===== src/rtl/tx_arb_if.sv =====
// Bus bundle between the frame requesters, the tx_frame_arbiter and the UART TX FIFO write port.
// The master side is the requesters plus FIFO status; the slave side is the arbiter.
interface tx_arb_if #(
    parameter int NUM_REQ     = 2,
    parameter int DATA_WIDTH  = 8,
    parameter int COUNT_WIDTH = 7,
    parameter int LEN_WIDTH   = 7
);
    logic [NUM_REQ-1:0]            req;
    logic [NUM_REQ*LEN_WIDTH-1:0]  req_len;
    logic [NUM_REQ-1:0]            s_valid;
    logic [NUM_REQ*DATA_WIDTH-1:0] s_data;
    logic [NUM_REQ-1:0]            s_last;
    logic [NUM_REQ-1:0]            s_ready;
    logic [NUM_REQ-1:0]            gnt;
    logic [NUM_REQ-1:0]            done;
    logic                          err_len;
    logic                          err_timeout;
    logic                          fifo_wr_en;
    logic [DATA_WIDTH-1:0]         fifo_wr_data;
    logic                          fifo_full;
    logic [COUNT_WIDTH-1:0]        fifo_count;

    modport master (
        output req, req_len, s_valid, s_data, s_last, fifo_full, fifo_count,
        input  s_ready, gnt, done, err_len, err_timeout, fifo_wr_en, fifo_wr_data
    );

    modport slave (
        input  req, req_len, s_valid, s_data, s_last, fifo_full, fifo_count,
        output s_ready, gnt, done, err_len, err_timeout, fifo_wr_en, fifo_wr_data
    );
endinterface


===== src/rtl/tx_frame_arbiter.sv =====
// Whole-frame round-robin arbiter in front of the shared UART TX FIFO write port.
// Define ARB_STATS_EN to add per-source frame counters and a timeout-abort counter.
module tx_frame_arbiter #(
    parameter int NUM_REQ        = 2,
    parameter int DATA_WIDTH     = 8,
    parameter int FIFO_DEPTH     = 64,
    parameter int COUNT_WIDTH    = 7,
    parameter int LEN_WIDTH      = 7,
    parameter int TIMEOUT_CYCLES = 1024
) (
    input  logic    clk,
    input  logic    rst,
    tx_arb_if.slave bus
`ifdef ARB_STATS_EN
    ,
    output logic [NUM_REQ*16-1:0] frame_cnt,
    output logic [15:0]           abort_cnt
`endif
);
    localparam logic [0:0] ST_IDLE = 1'b0;
    localparam logic [0:0] ST_XFER = 1'b1;
    localparam int IDX_W = (NUM_REQ > 1) ? $clog2(NUM_REQ) : 1;
    localparam int TO_W  = $clog2(TIMEOUT_CYCLES + 1);

    logic [0:0]            state_q, state_d;
    logic [IDX_W-1:0]      idx_q, idx_d, rr_q, rr_d;
    logic [LEN_WIDTH-1:0]  len_q, len_d, byte_cnt_q, byte_cnt_d;
    logic [TO_W-1:0]       to_cnt_q, to_cnt_d;
    logic [NUM_REQ-1:0]    gnt_q, gnt_d, done_q, done_d;
    logic                  err_len_q, err_len_d, err_to_q, err_to_d;
    logic [NUM_REQ-1:0]    s_ready_c;
    logic                  wr_en_c;
    logic [DATA_WIDTH-1:0] wr_data_c;

    function automatic logic [IDX_W-1:0] next_idx(input logic [IDX_W-1:0] i);
        return (int'(i) == NUM_REQ - 1) ? '0 : i + IDX_W'(1);
    endfunction

    always_comb begin
        logic [COUNT_WIDTH-1:0] free;
        logic [LEN_WIDTH-1:0]   cand_len;
        logic                   found, acc, last_c, reach_c;
        int                     src, g;
        state_d    = state_q;
        idx_d      = idx_q;
        len_d      = len_q;
        rr_d       = rr_q;
        byte_cnt_d = byte_cnt_q;
        to_cnt_d   = to_cnt_q;
        gnt_d      = gnt_q;
        done_d     = '0;
        err_len_d  = 1'b0;
        err_to_d   = 1'b0;
        s_ready_c  = '0;
        wr_en_c    = 1'b0;
        wr_data_c  = '0;
        free       = COUNT_WIDTH'(FIFO_DEPTH) - bus.fifo_count;
        cand_len   = '0;
        found      = 1'b0;
        acc        = 1'b0;
        last_c     = 1'b0;
        reach_c    = 1'b0;
        src        = 0;
        g          = int'(idx_q);

        if (state_q == ST_IDLE) begin
            // Requesters with a legal length but no room are passed over without moving rr.
            for (int k = 0; k < NUM_REQ; k++) begin
                src      = (int'(rr_q) + k) % NUM_REQ;
                cand_len = bus.req_len[src*LEN_WIDTH +: LEN_WIDTH];
                if (!found && bus.req[src]) begin
                    if (cand_len == '0 || 32'(cand_len) > 32'(FIFO_DEPTH)) begin
                        found       = 1'b1;
                        done_d[src] = 1'b1;
                        err_len_d   = 1'b1;
                        rr_d        = next_idx(IDX_W'(src));
                    end else if (32'(cand_len) <= 32'(free)) begin
                        found      = 1'b1;
                        idx_d      = IDX_W'(src);
                        len_d      = cand_len;
                        gnt_d      = '0;
                        gnt_d[src] = 1'b1;
                        byte_cnt_d = '0;
                        to_cnt_d   = '0;
                        state_d    = ST_XFER;
                    end
                end
            end
        end else begin
            s_ready_c[g] = !bus.fifo_full;
            acc          = bus.s_valid[g] && !bus.fifo_full;
            wr_en_c      = acc;
            wr_data_c    = bus.s_data[g*DATA_WIDTH +: DATA_WIDTH];
            last_c       = bus.s_last[g];
            reach_c      = (byte_cnt_q + LEN_WIDTH'(1)) == len_q;
            if (acc) begin
                byte_cnt_d = byte_cnt_q + LEN_WIDTH'(1);
                to_cnt_d   = '0;
                if (last_c || reach_c) begin
                    err_len_d = last_c ^ reach_c;
                    done_d[g] = 1'b1;
                end
            end else if (!bus.s_valid[g]) begin
                // Only an idle source ages the timeout; a full FIFO holds the count.
                if (to_cnt_q == TO_W'(TIMEOUT_CYCLES - 1)) begin
                    err_to_d  = 1'b1;
                    done_d[g] = 1'b1;
                end else begin
                    to_cnt_d = to_cnt_q + TO_W'(1);
                end
            end
            if (done_d[g]) begin
                state_d = ST_IDLE;
                gnt_d   = '0;
                rr_d    = next_idx(idx_q);
            end
        end
    end

    always_ff @(posedge clk) begin
        if (rst) begin
            state_q    <= ST_IDLE;
            idx_q      <= '0;
            rr_q       <= '0;
            byte_cnt_q <= '0;
            to_cnt_q   <= '0;
            gnt_q      <= '0;
            done_q     <= '0;
            err_len_q  <= 1'b0;
            err_to_q   <= 1'b0;
        end else begin
            state_q    <= state_d;
            idx_q      <= idx_d;
            rr_q       <= rr_d;
            byte_cnt_q <= byte_cnt_d;
            to_cnt_q   <= to_cnt_d;
            gnt_q      <= gnt_d;
            done_q     <= done_d;
            err_len_q  <= err_len_d;
            err_to_q   <= err_to_d;
        end
    end

    always_ff @(posedge clk) begin
        len_q <= len_d;
    end

    assign bus.gnt          = gnt_q;
    assign bus.done         = done_q;
    assign bus.err_len      = err_len_q;
    assign bus.err_timeout  = err_to_q;
    assign bus.s_ready      = s_ready_c;
    assign bus.fifo_wr_en   = wr_en_c;
    assign bus.fifo_wr_data = wr_data_c;

`ifdef ARB_STATS_EN
    function automatic logic [15:0] sat_inc(input logic [15:0] v);
        return (v == 16'hFFFF) ? v : v + 16'd1;
    endfunction

    logic [NUM_REQ-1:0][15:0] frame_cnt_q, frame_cnt_d;
    logic [15:0]              abort_cnt_q, abort_cnt_d;

    // Only granted frames count; illegal-length rejections never got a grant.
    always_comb begin
        frame_cnt_d = frame_cnt_q;
        abort_cnt_d = abort_cnt_q;
        if (state_q == ST_XFER && done_d[idx_q])
            frame_cnt_d[idx_q] = sat_inc(frame_cnt_q[idx_q]);
        if (err_to_d)
            abort_cnt_d = sat_inc(abort_cnt_q);
    end

    always_ff @(posedge clk) begin
        if (rst) begin
            frame_cnt_q <= '0;
            abort_cnt_q <= '0;
        end else begin
            frame_cnt_q <= frame_cnt_d;
            abort_cnt_q <= abort_cnt_d;
        end
    end

    assign frame_cnt = frame_cnt_q;
    assign abort_cnt = abort_cnt_q;
`endif
endmodule


===== src/flat_wrapper.sv =====
// flat-port wrapper written by rule: the top's interface ports become plain ports
module tx_frame_arbiter_flat 
#(
    parameter int NUM_REQ        = 2,
    parameter int DATA_WIDTH     = 8,
    parameter int FIFO_DEPTH     = 64,
    parameter int COUNT_WIDTH    = 7,
    parameter int LEN_WIDTH      = 7,
    parameter int TIMEOUT_CYCLES = 1024
)
  (clk, rst, bus_req, bus_req_len, bus_s_valid, bus_s_data, bus_s_last, bus_fifo_full, bus_fifo_count, bus_s_ready, bus_gnt, bus_done, bus_err_len, bus_err_timeout, bus_fifo_wr_en, bus_fifo_wr_data);
  tx_arb_if #(.NUM_REQ(NUM_REQ), .DATA_WIDTH(DATA_WIDTH), .COUNT_WIDTH(COUNT_WIDTH), .LEN_WIDTH(LEN_WIDTH)) bus_i ();
  input  logic clk;
  input  logic rst;
  input wire logic [$bits(bus_i.req)-1:0] bus_req;
  input wire logic [$bits(bus_i.req_len)-1:0] bus_req_len;
  input wire logic [$bits(bus_i.s_valid)-1:0] bus_s_valid;
  input wire logic [$bits(bus_i.s_data)-1:0] bus_s_data;
  input wire logic [$bits(bus_i.s_last)-1:0] bus_s_last;
  input wire logic [$bits(bus_i.fifo_full)-1:0] bus_fifo_full;
  input wire logic [$bits(bus_i.fifo_count)-1:0] bus_fifo_count;
  output wire logic [$bits(bus_i.s_ready)-1:0] bus_s_ready;
  output wire logic [$bits(bus_i.gnt)-1:0] bus_gnt;
  output wire logic [$bits(bus_i.done)-1:0] bus_done;
  output wire logic [$bits(bus_i.err_len)-1:0] bus_err_len;
  output wire logic [$bits(bus_i.err_timeout)-1:0] bus_err_timeout;
  output wire logic [$bits(bus_i.fifo_wr_en)-1:0] bus_fifo_wr_en;
  output wire logic [$bits(bus_i.fifo_wr_data)-1:0] bus_fifo_wr_data;
  assign bus_i.req = bus_req;
  assign bus_i.req_len = bus_req_len;
  assign bus_i.s_valid = bus_s_valid;
  assign bus_i.s_data = bus_s_data;
  assign bus_i.s_last = bus_s_last;
  assign bus_i.fifo_full = bus_fifo_full;
  assign bus_i.fifo_count = bus_fifo_count;
  assign bus_s_ready = bus_i.s_ready;
  assign bus_gnt = bus_i.gnt;
  assign bus_done = bus_i.done;
  assign bus_err_len = bus_i.err_len;
  assign bus_err_timeout = bus_i.err_timeout;
  assign bus_fifo_wr_en = bus_i.fifo_wr_en;
  assign bus_fifo_wr_data = bus_i.fifo_wr_data;
  tx_frame_arbiter #(.NUM_REQ(NUM_REQ), .DATA_WIDTH(DATA_WIDTH), .FIFO_DEPTH(FIFO_DEPTH), .COUNT_WIDTH(COUNT_WIDTH), .LEN_WIDTH(LEN_WIDTH), .TIMEOUT_CYCLES(TIMEOUT_CYCLES)) u_core (.clk(clk), .rst(rst), .bus(bus_i));
endmodule

===== config.mk =====
export PLATFORM = sky130hd
export DESIGN_NAME = tx_frame_arbiter_flat
export DESIGN_NICKNAME = d
export VERILOG_FILES = /design/src/rtl/tx_arb_if.sv /design/src/rtl/tx_frame_arbiter.sv /design/src/flat_wrapper.sv
export SDC_FILE = /design/constraint.sdc
export NUM_CORES = 1
export LEC_CHECK = 0
export ABC_AREA = 1
export BUFFER_PORTS_ARGS = -buffer_cell sky130_fd_sc_hd__buf_2
export CORE_ASPECT_RATIO = 2
export CORE_MARGIN = 4
export CORE_UTILIZATION = 42
export CTS_CLUSTER_DIAMETER = 200
export DETAILED_ROUTE_END_ITERATION = 6
export PLACE_DENSITY = 0.76
export SKIP_CTS_REPAIR_TIMING = 1
export SLEW_MARGIN = 10
export SYNTH_ARGS = -nofsm -noshare
export SYNTH_HDL_FRONTEND = slang
export SYNTH_SLANG_ARGS = --single-unit
export TNS_END_PERCENT = 1

===== constraint.sdc =====
create_clock -name clk -period 5.46 [get_ports clk]
set_clock_uncertainty 0.1 [all_clocks]
set_input_delay 1.092 -clock clk [delete_from_list [all_inputs] [get_ports clk]]
set_output_delay 1.092 -clock clk [all_outputs]
set_load 0.01 [all_outputs]

==> summary.md, run 1 <==
| Metric | Value |
|---|---|
| Initial Utilization | 43.8% |
| WHS Path Cells | 2 |
| Distinct cells, synth | 44 |
| Nets@finish | 582 |
| Syn_area_per_cell | roughly 6.6 µm² |
| Outcome | complete, no violations |
| R2R cell count | 13 |
| DR pass1 iterations | 6 |
| Multiplexer share of the synthesized area | 0.654% |
| Final min period | 3.73 ns |
| Final HPWL DP | 6420 µm |
| Synth Area in Adders | 5.72% |
| Critical Path AT | 3.84 ns |
| Port Buffers | 62 |
| Detailed router's first-iteration violation count | around 170 |
| Cell Rows | 43 |
| Vias/cell | around 5.3 |
| Worst Setup End Kind | register |
| Chip width | 68.4 µm |
| Synth Cell Area | 3060 µm² |
| Worst-skew pair later-pin latency | ~0.28 ns |
| First-pass GRT wire length | around 14000 µm |
| Hold WC Path Type | register to register |
| Fin crit share | 68.3% |
| Clock Sinks | 34 |
| CTS root buf | clkbuf_16 |
| Layout cells sized above 1 | a little under a quarter |
| CTS clock-pin slew for the worst setup and hold paths | 0.05 ns |
| Post-synthesis xor/xnor area fraction | 3.96% |
| Leakage dissipation | 1.67 nW |
| Wirelength per Cell | 13.3 µm |
| TNS Setup | 0 ns |
| IO Pins | 63 |
| Drt total wl | 8130 µm |
| Hold Path Origin | u_core.to_cnt_q[10] |
| Initial antenna violation count | 0 |
| Pwr dens | 393 nW/µm² |
| R2r endpoint | u_core.to_cnt_q[3] |
| Slew Limit Fails | 0 |
| Switching pwr | 0.000642 W |
| Syn. warnings | 0 |
| Syn_nets | between 500 and 600 |
| Die area | 8800 µm² |
| Share of flip-flops with an asynchronous set or reset | 0% |
| Endpoints failing setup | 0 |
| Seq pwr share | just under 30% |
| Core Region | between 6000 and 7000 µm² |
| Worst R2R Setup Slack | 2.61 ns |
| Sequential element share of the synthesized area | between 20% and 30% |
| Final Hold Viols | 0 |
| Clock network fraction of total power | 19.6% |
| Max Cap Viol | 0 |
| RSZ-0062 raised after global routing | false |
| P&R area growth vs syn | 16.1% |
| Reg2reg start | u_core.rr_q |
| Placed Instance Area | 3410 µm² |
| CTS tree | yes |
| Remaining antenna violation count | 0 |
| Core Util, Final | 50.8% |
| Vias in the first global route | 3215 |
| Worst Setup Path Type | input port to register |
| Final instance area | 3560 µm² |
| Critical path peak fanout | 15 |
| GRT Residual Overflow | 0 |
| Critical Path Source Type | input port |
| WHS Endpoint | u_core.to_cnt_q[10] |
| Slew headroom | 65.2% |
| Area fraction in compound gates after synthesis | between 10% and 20% |
| Combinational Power Share | 51.4% |
| DR vias | 3245 |
| ANT cells | 0 |
| Combinational family with the most area after synthesis | simple AND/OR/NAND/NOR gates |
| Syn Inst Count | 464 |
| H-tree depth | 2 |
| Least-Margin Pin Slew | 0.520 ns |
| Critical path data required time | 5.57 ns |
| EDFF count, synth | 7 |
| Total GRT Usage | between 10% and 20% |
| Most used DFF post-synth | dfxtp_1 |
| Pint | 0.000757 W |
| CTS Buffer Depth | 2 |
| Worst vdd ir | 0.183 mV |
| Highest clock rate | 0.268 GHz |
| Die span in y | 129 µm |
| Synth Area in Simple Gates | 34.5% |
| Largest net degree at the start of global routing | 28 |
| Remaining DRCs | 0 |
| CTS Buf Count | 5 |
| GPL Wtd Cong | 0.915 |
| #FFs+latches synth | 34 |
| Switch share | a little under half |
## final cells by class
| cell class | instances | area (µm²) |
|---|---|---|
| Clock buffer | 6 | 129 |
| Multi-Input combinational cell | 352 | 1970 |
| Tap cell | 90 | 113 |
| Timing Repair Buffer | 65 | 333 |
| Inverter | 64 | 243 |
| Clock inverter | 2 | 13.8 |
| Sequential cell | 34 | 751 |
| Fill cell | 715 | 3440 |
## layout by cell type, fill, tap and decap left out, drive strengths merged, types with 4 or more instances in the layout
cell / count
o21ai: 49
edfxtp: 7
buf: 65
nand2: 112
nor3: 6
a21oi: 38
nand4: 12
ha: 14
xnor2: 4
xor2: 9
nand3: 40
clkbuf: 6
clkinv: 4
inv: 62
nor2: 45
dfxtp: 27
a31oi: 8
## synthesized netlist by cell type, drive strengths merged, types with 2 or more instances
master  count  share of area [%]
mux2i       2               0.65
nand4      12                2.7
nor2       45                6.1
buf         9                2.5
nand3      40                8.9
or2         3               0.61
clkinv      2               0.25
ha         14                5.7
o21ai      49                8.7
xnor2       4                1.1
dfxtp      27                 18
nand2     112                 15
edfxtp      7                6.9
xor2        9                2.8
inv        62                7.7
a31oi       8                1.6
a21oi      38                7.4
nor3        6               0.98
o21a        2               0.49
clkbuf      5               0.61
## per-stage QoR
stage	total power, W	setup slack, ns	std cells	hold slack (ns)
after floorplan	0.000956	1.97	464	0.373
after global placement	0.00110	1.55	605	0.385
after detailed placement	0.00112	1.43	605	0.393
after CTS	0.00139	1.72	613	0.403
after global routing	0.00152	1.44	613	0.428
final	0.00140	1.73	613	0.404
## how the worst max path moves through the flow
stage	from	end	slack, ns	cells past startpoint
after CTS	bus_fifo_count[0]	u_core.to_cnt_q[3]	1.72	18
after floorplan	bus_fifo_count[0]	u_core.len_q[1]	1.97	17
after global routing	bus_fifo_count[0]	u_core.to_cnt_q[1]	1.44	18
after detailed placement	bus_fifo_count[0]	u_core.to_cnt_q[3]	1.43	18
after global placement	bus_fifo_count[0]	u_core.len_q[4]	1.55	17
final	bus_fifo_count[0]	u_core.to_cnt_q[3]	1.73	18
## per-layer routing
| metal | wire length [µm] | global-route usage, % | share of wire [%] |
|---|---|---|---|
| met1 | 3000 | 19.8 | 37 |
| met2 | 4510 | 37.0 | 55 |
| met3 | 277 | 2.79 | 3.4 |
| met4 | 347 | 9.85 | 4.3 |
| met5 | 0 | 0 | 0 |
## power groups by stage
stage | Clock (W) | Combinational (W) | Sequential, W
finish | 0.000274 | 0.000719 | 0.000405
global route | 0.000287 | 0.000813 | 0.000415
CTS | 0.000275 | 0.000716 | 0.000404
detailed placement | 0 | 0.000713 | 0.000408
global placement | 0 | 0.000690 | 0.000406
floorplan | 0 | 0.000557 | 0.000399
## sequential cells by signal, indices dropped and copies added (netlist names)
| register | cells |
|---|---|
| u_core.bus.err_timeout | 1 |
| u_core.state_q | 1 |
| u_core.bus.err_len | 1 |
| u_core.len_q | 7 |
| u_core.byte_cnt_q | 7 |
| u_core.idx_q | 1 |
| u_core.to_cnt_q | 11 |
| u_core.bus.done | 2 |
| u_core.rr_q | 1 |
| u_core.bus.gnt | 2 |
## critical path, cell delays in order
cell and delay, ns:
buf_2 0.12, inv_1 0.16, ha_1 0.21, inv_1 0.04, nor2_1 0.24, nand2_1 0.11, xnor2_1 0.16, ha_1 0.30
nand2_1 0.06, nor2_2 0.12, nand4_1 0.10, nand3_1 0.13, nand2_4 0.08, nand2_1 0.34, nand2_4 0.11, inv_4 0.20
nand3_1 0.11, a21oi_1 0.14
## cells by family after synthesis
logic type | Yosys count
compound gates | 102
mux | 2
xor+xnor | 13
fa+ha+maj | 14
simple gates | 221
flops | 34
buf+inv | 78
No activity file was read; power rests on OpenSTA's default activity.
==> inputs of run 2 (changes only) <==
Settings changed: ABC_AREA 1 to 0.
Clock period 5.46 ns to 3.9 ns, I/O delays scaled along.
==> run 2 against run 1 <==
  * Global-route usage shrank 0.31 points
  * Via count shrank 10%
  * Final area grew 1.4%
  * Highest routed layer unchanged
==> summary.md, run 2 <==
| Metric | Value |
|---|---|
| Outcome | complete, no violations |
| Layout fillers | 650 (-9.1%) |
| Core Util, Final | 52.0% (+1.1 points) |
| Critical Path AT | 3.72 ns (-0.12 ns) |
| #FFs+latches synth | 34 (unchanged) |
| WHS Path Cells | 1 (-1) |
| Reg2reg start | u_core.rr_q |
| WHS Endpoint | u_core.to_cnt_q[6] |
| Share of flip-flops with an asynchronous set or reset | 0% (unchanged) |
| DR pass1 iterations | 4 (-2) |
| Synth top area cells | dfxtp_1 (18%), mux2i_1 (7.7%), edfxtp_1 (7.1%) |
| Vias in the first global route | 2984 (-7.2%) |
| Synth Cell Area | 2980 µm² (-2.7%) |
| Drt total wl | 8140 µm (+0.12%) |
| Final min period | 3.68 ns |
| Nets@finish | 472 (-19%) |
| Syn Inst Count | 341 (-27%) |
| Highest clock rate | 0.272 GHz |
| Routing usage on met3 | 2.99% (+0.20 points) |
| Largest register FFs | 11 (unchanged) |
| Total GRT Usage | 19.3% (-0.31 points) |
| Initial Utilization | 42.9% (-0.85 points) |
| Syn_area_per_cell | 8.74 µm² (+32%) |
| M2 GR Usage | 35.8% (-1.2 points) |
| Largest net degree at the start of global routing | 30 (+7.1%) |
| Chip width | 67.6 µm (-1.2%) |
| EDFF count, synth | 7 (unchanged) |
| Initial antenna violation count | 0 (unchanged) |
| Grt met1 use | 18.6% (-1.2 points) |
| P&R area growth vs syn | 21.0% |
| CTS Buffer Depth | 2 (unchanged) |
| Slew headroom | 54.5% (-11 points) |
| R2R cell count | 10 (-3) |
| Area share of the largest cell type after synthesis | 18.1% (+0.49 points) |
| Placed cells | 494 (-18%) |
| CTS Buf Count | 5 (unchanged) |
| Worst path slowest cell | or3b_4 |
| Port Buffers | 62 (unchanged) |
| Commonest non-fill, non-tap cell in the layout | buf_2 |
| Distinct cells, synth | 66 (+50%) |
| Most frequent cell on the critical path | ha_1 |
| Most flop-heavy register | u_core.to_cnt_q |
| Die area | 8590 µm² (-2.5%) |
| Biggest regs | u_core.to_cnt_q (11), u_core.byte_cnt_q (7), u_core.len_q (7) |
| Pint | 0.00121 W (+59%) |
| CTS tree | yes |
| DR vias | 2914 (-10%) |
| Detailed router's first-iteration violation count | 135 (-19%) |
| CTS root buf | clkbuf_16 |
| ANT cells | 0 (unchanged) |
| RSZ-0062 raised after global routing | false |
| Switch share | 40.9% (-4.9 points) |
| Worst-path cell chain | buf_2 > inv_1 > ha_1 > or3b_1 > xnor2_1 > ha_1 > nand4_1 > a31o_2 > a32oi_2 > a21oi_1 > o22ai_2 > or3b_4 > a31oi_4 > a311oi_1 |
| Critical Path Source Type | input port |
| Biggest area consumer among synthesized cells | dfxtp_1 |
| Sequential element share of the synthesized area | 25.2% (+0.68 points) |
| Worst-skew pair later-pin latency | 0.28 ns (about the same) |
| Sequential cell area | 751 µm² (unchanged) |
| Finished Layout Cells | 503 (-18%) |
| Multi-input logic area | 2120 µm² (+7.3%) |
| Clock Sinks | 34 (unchanged) |
| Count leader, synth | nor2_1 |
| Worst Setup End Kind | register |
| Max Cap Viol | 0 (unchanged) |
| GRT Max-Usage Layer | met2 |
| Syn_nets | 401 (-23%) |
| Final Hold Viols | 0 (unchanged) |
| Synth top cells by count | nor2_1 (28), a21oi_1 (27), dfxtp_1 (27), mux2i_1 (23), nand2_1 (16) |
| Fin crit share | 94.4% |
| Pwr dens | 566 nW/µm² (+44%) |
| Remaining antenna violation count | 0 (unchanged) |
| Clock network fraction of total power | 18.4% (-1.2 points) |
| GPL Wtd Cong | 0.852 (-6.9%) |
| Combinational Power Share | 55.0% (+3.6 points) |
| Core Region | 6940 µm² (-0.77%) |
| Hold WC Path Type | register to register |
| Critical path data required time | 3.94 ns (-1.63 ns) |
| Worst hold slack | 0.400 ns (-0.00407 ns) |
| Remaining DRCs | 0 (unchanged) |
| Hold Path Origin | u_core.to_cnt_q[6] |
| First-pass GRT wire length | 13000 µm (-4.3%) |
| Worst R2R Setup Slack | 0.26 ns (-2.35 ns) |
| Cell Rows | 43 (unchanged) |
| Worst Setup Path Type | input port to register |
| Leakage dissipation | 1.45 nW (-13%) |
| Final HPWL DP | 6450 µm (+0.44%) |
| IO Pins | 63 (unchanged) |
| Layout cells sized above 1 | 29.3% (+5.8 points) |
| Slowest stage delay, CP | 0.50 ns (+0.16 ns) |
| Worst vdd ir | 0.231 mV (+26%) |
| Most used DFF post-synth | dfxtp_1 |
| Seq pwr share | 26.6% (-2.4 points) |
| Least-Margin Pin Slew | 0.677 ns (+0.157 ns) |
| Critical path peak fanout | 10 (-5) |
| Syn. warnings | 0 (unchanged) |
| Die span in y | 127 µm (-1.3%) |
| Largest delay share family, worst path | compound AO/OA/AOI/OAI gates |
| H-tree depth | 2 (unchanged) |
| GRT Residual Overflow | 0 (unchanged) |
| CTS clock-pin slew for the worst setup and hold paths | 0.05 ns (about the same) |
| Switching pwr | 0.000836 W (+30%) |
| Slew Limit Fails | 0 (unchanged) |
| Endpoints failing setup | 0 (unchanged) |
| R2r endpoint | u_core.len_q[2] |
| Crit path buf inv count | 2 (-2) |
| Vias/cell | 5.79 (+9.4%) |
| Commonest non-fill, non-tap cells in the layout | buf_2 (62), nor2_1 (28), a21oi_1 (27), dfxtp_1 (27), mux2i_1 (23) |
| Wirelength per Cell | 16.2 µm (+22%) |
==> run 2: cell count changes after synthesis, moves of 8 or more <==
cell	before	now
a311oi_1	0	8
nor2_1	38	28
mux2_2	0	14
nand3_2	12	0
a21oi_2	10	2
o21ai_1	11	0
nand2_1	107	16
inv_1	56	10
and3_1	1	9
mux2i_1	2	23
nand3_1	27	13
o21ai_0	32	11
==> run 2: cells by family (layout without fill, tap and decap cells) <==
family,after synthesis,after routing,synth area share (%)
simple gates,115,116,21.5
compound gates,90,90,22.4
fa+ha+maj,15,15,6.26
buf+inv,29,100,4.45
flops,34,34,25.2
xor+xnor,21,21,7.14
mux,37,37,13.0
==> run 2: area by class of cell <==
class / count / share of cell area [%]
Clock inverter: 2 / 0.243
Clock buffer: 6 / 3.57
Inverter: 13 / 1.35
Timing Repair Buffer: 79 / 12.1
Tap cell: 90 / 3.12
Multi-Input combinational cell: 279 / 58.7
Sequential cell: 34 / 20.8
==> run 2: through the flow <==
stage               area, µm²  power [W]  TNS (ns)  worst slack (ns)
floorplan                2980    0.00135         0             0.141
global placement         3450    0.00162    -0.172           -0.0232
detailed placement       3450    0.00165     -1.94            -0.134
CTS                      3580    0.00203         0             0.156
global route             3610    0.00219         0            0.0177
finish                   3610    0.00204         0             0.218
==> run 2: worst max-delay path by stage <==
stage	startpoint	end	cells past startpoint
floorplan	bus_fifo_count[0]	u_core.len_q[1]	11
global placement	bus_fifo_count[1]	u_core.len_q[6]	14
detailed placement	bus_fifo_count[1]	u_core.to_cnt_q[3]	14
CTS	bus_fifo_count[1]	u_core.to_cnt_q[8]	14
global route	bus_fifo_count[0]	u_core.to_cnt_q[2]	14
finish	bus_fifo_count[1]	u_core.to_cnt_q[8]	14
==> run 2: power groups by stage <==
stage	Combinational, W	Clock, W	Sequential [W]
after floorplan	0.000835	0	0.000512
after CTS	0.00110	0.000381	0.000542
after global routing	0.00124	0.000399	0.000554
after detailed placement	0.00110	0	0.000550
after global placement	0.00107	0	0.000548
final	0.00112	0.000376	0.000543
==> run 2: per-layer routing <==
layer / vias to the layer above / share of wire (%)
li1: 1430 / -
met1: 1368 / 35
met2: 85 / 55
met3: 31 / 3.9
met4: 0 / 5.3
met5: - / 0
==> run 2: worst register-to-register path, delay by kind of cell, from the launching register on <==
family / cells / cell delay (ns)
muxes: 3 / 1.03
AOI/OAI and AO/OA: 3 / 0.85
DFF: 1 / 0.60
and+or+nand+nor: 3 / 0.49
adders and majority gates: 1 / 0.34
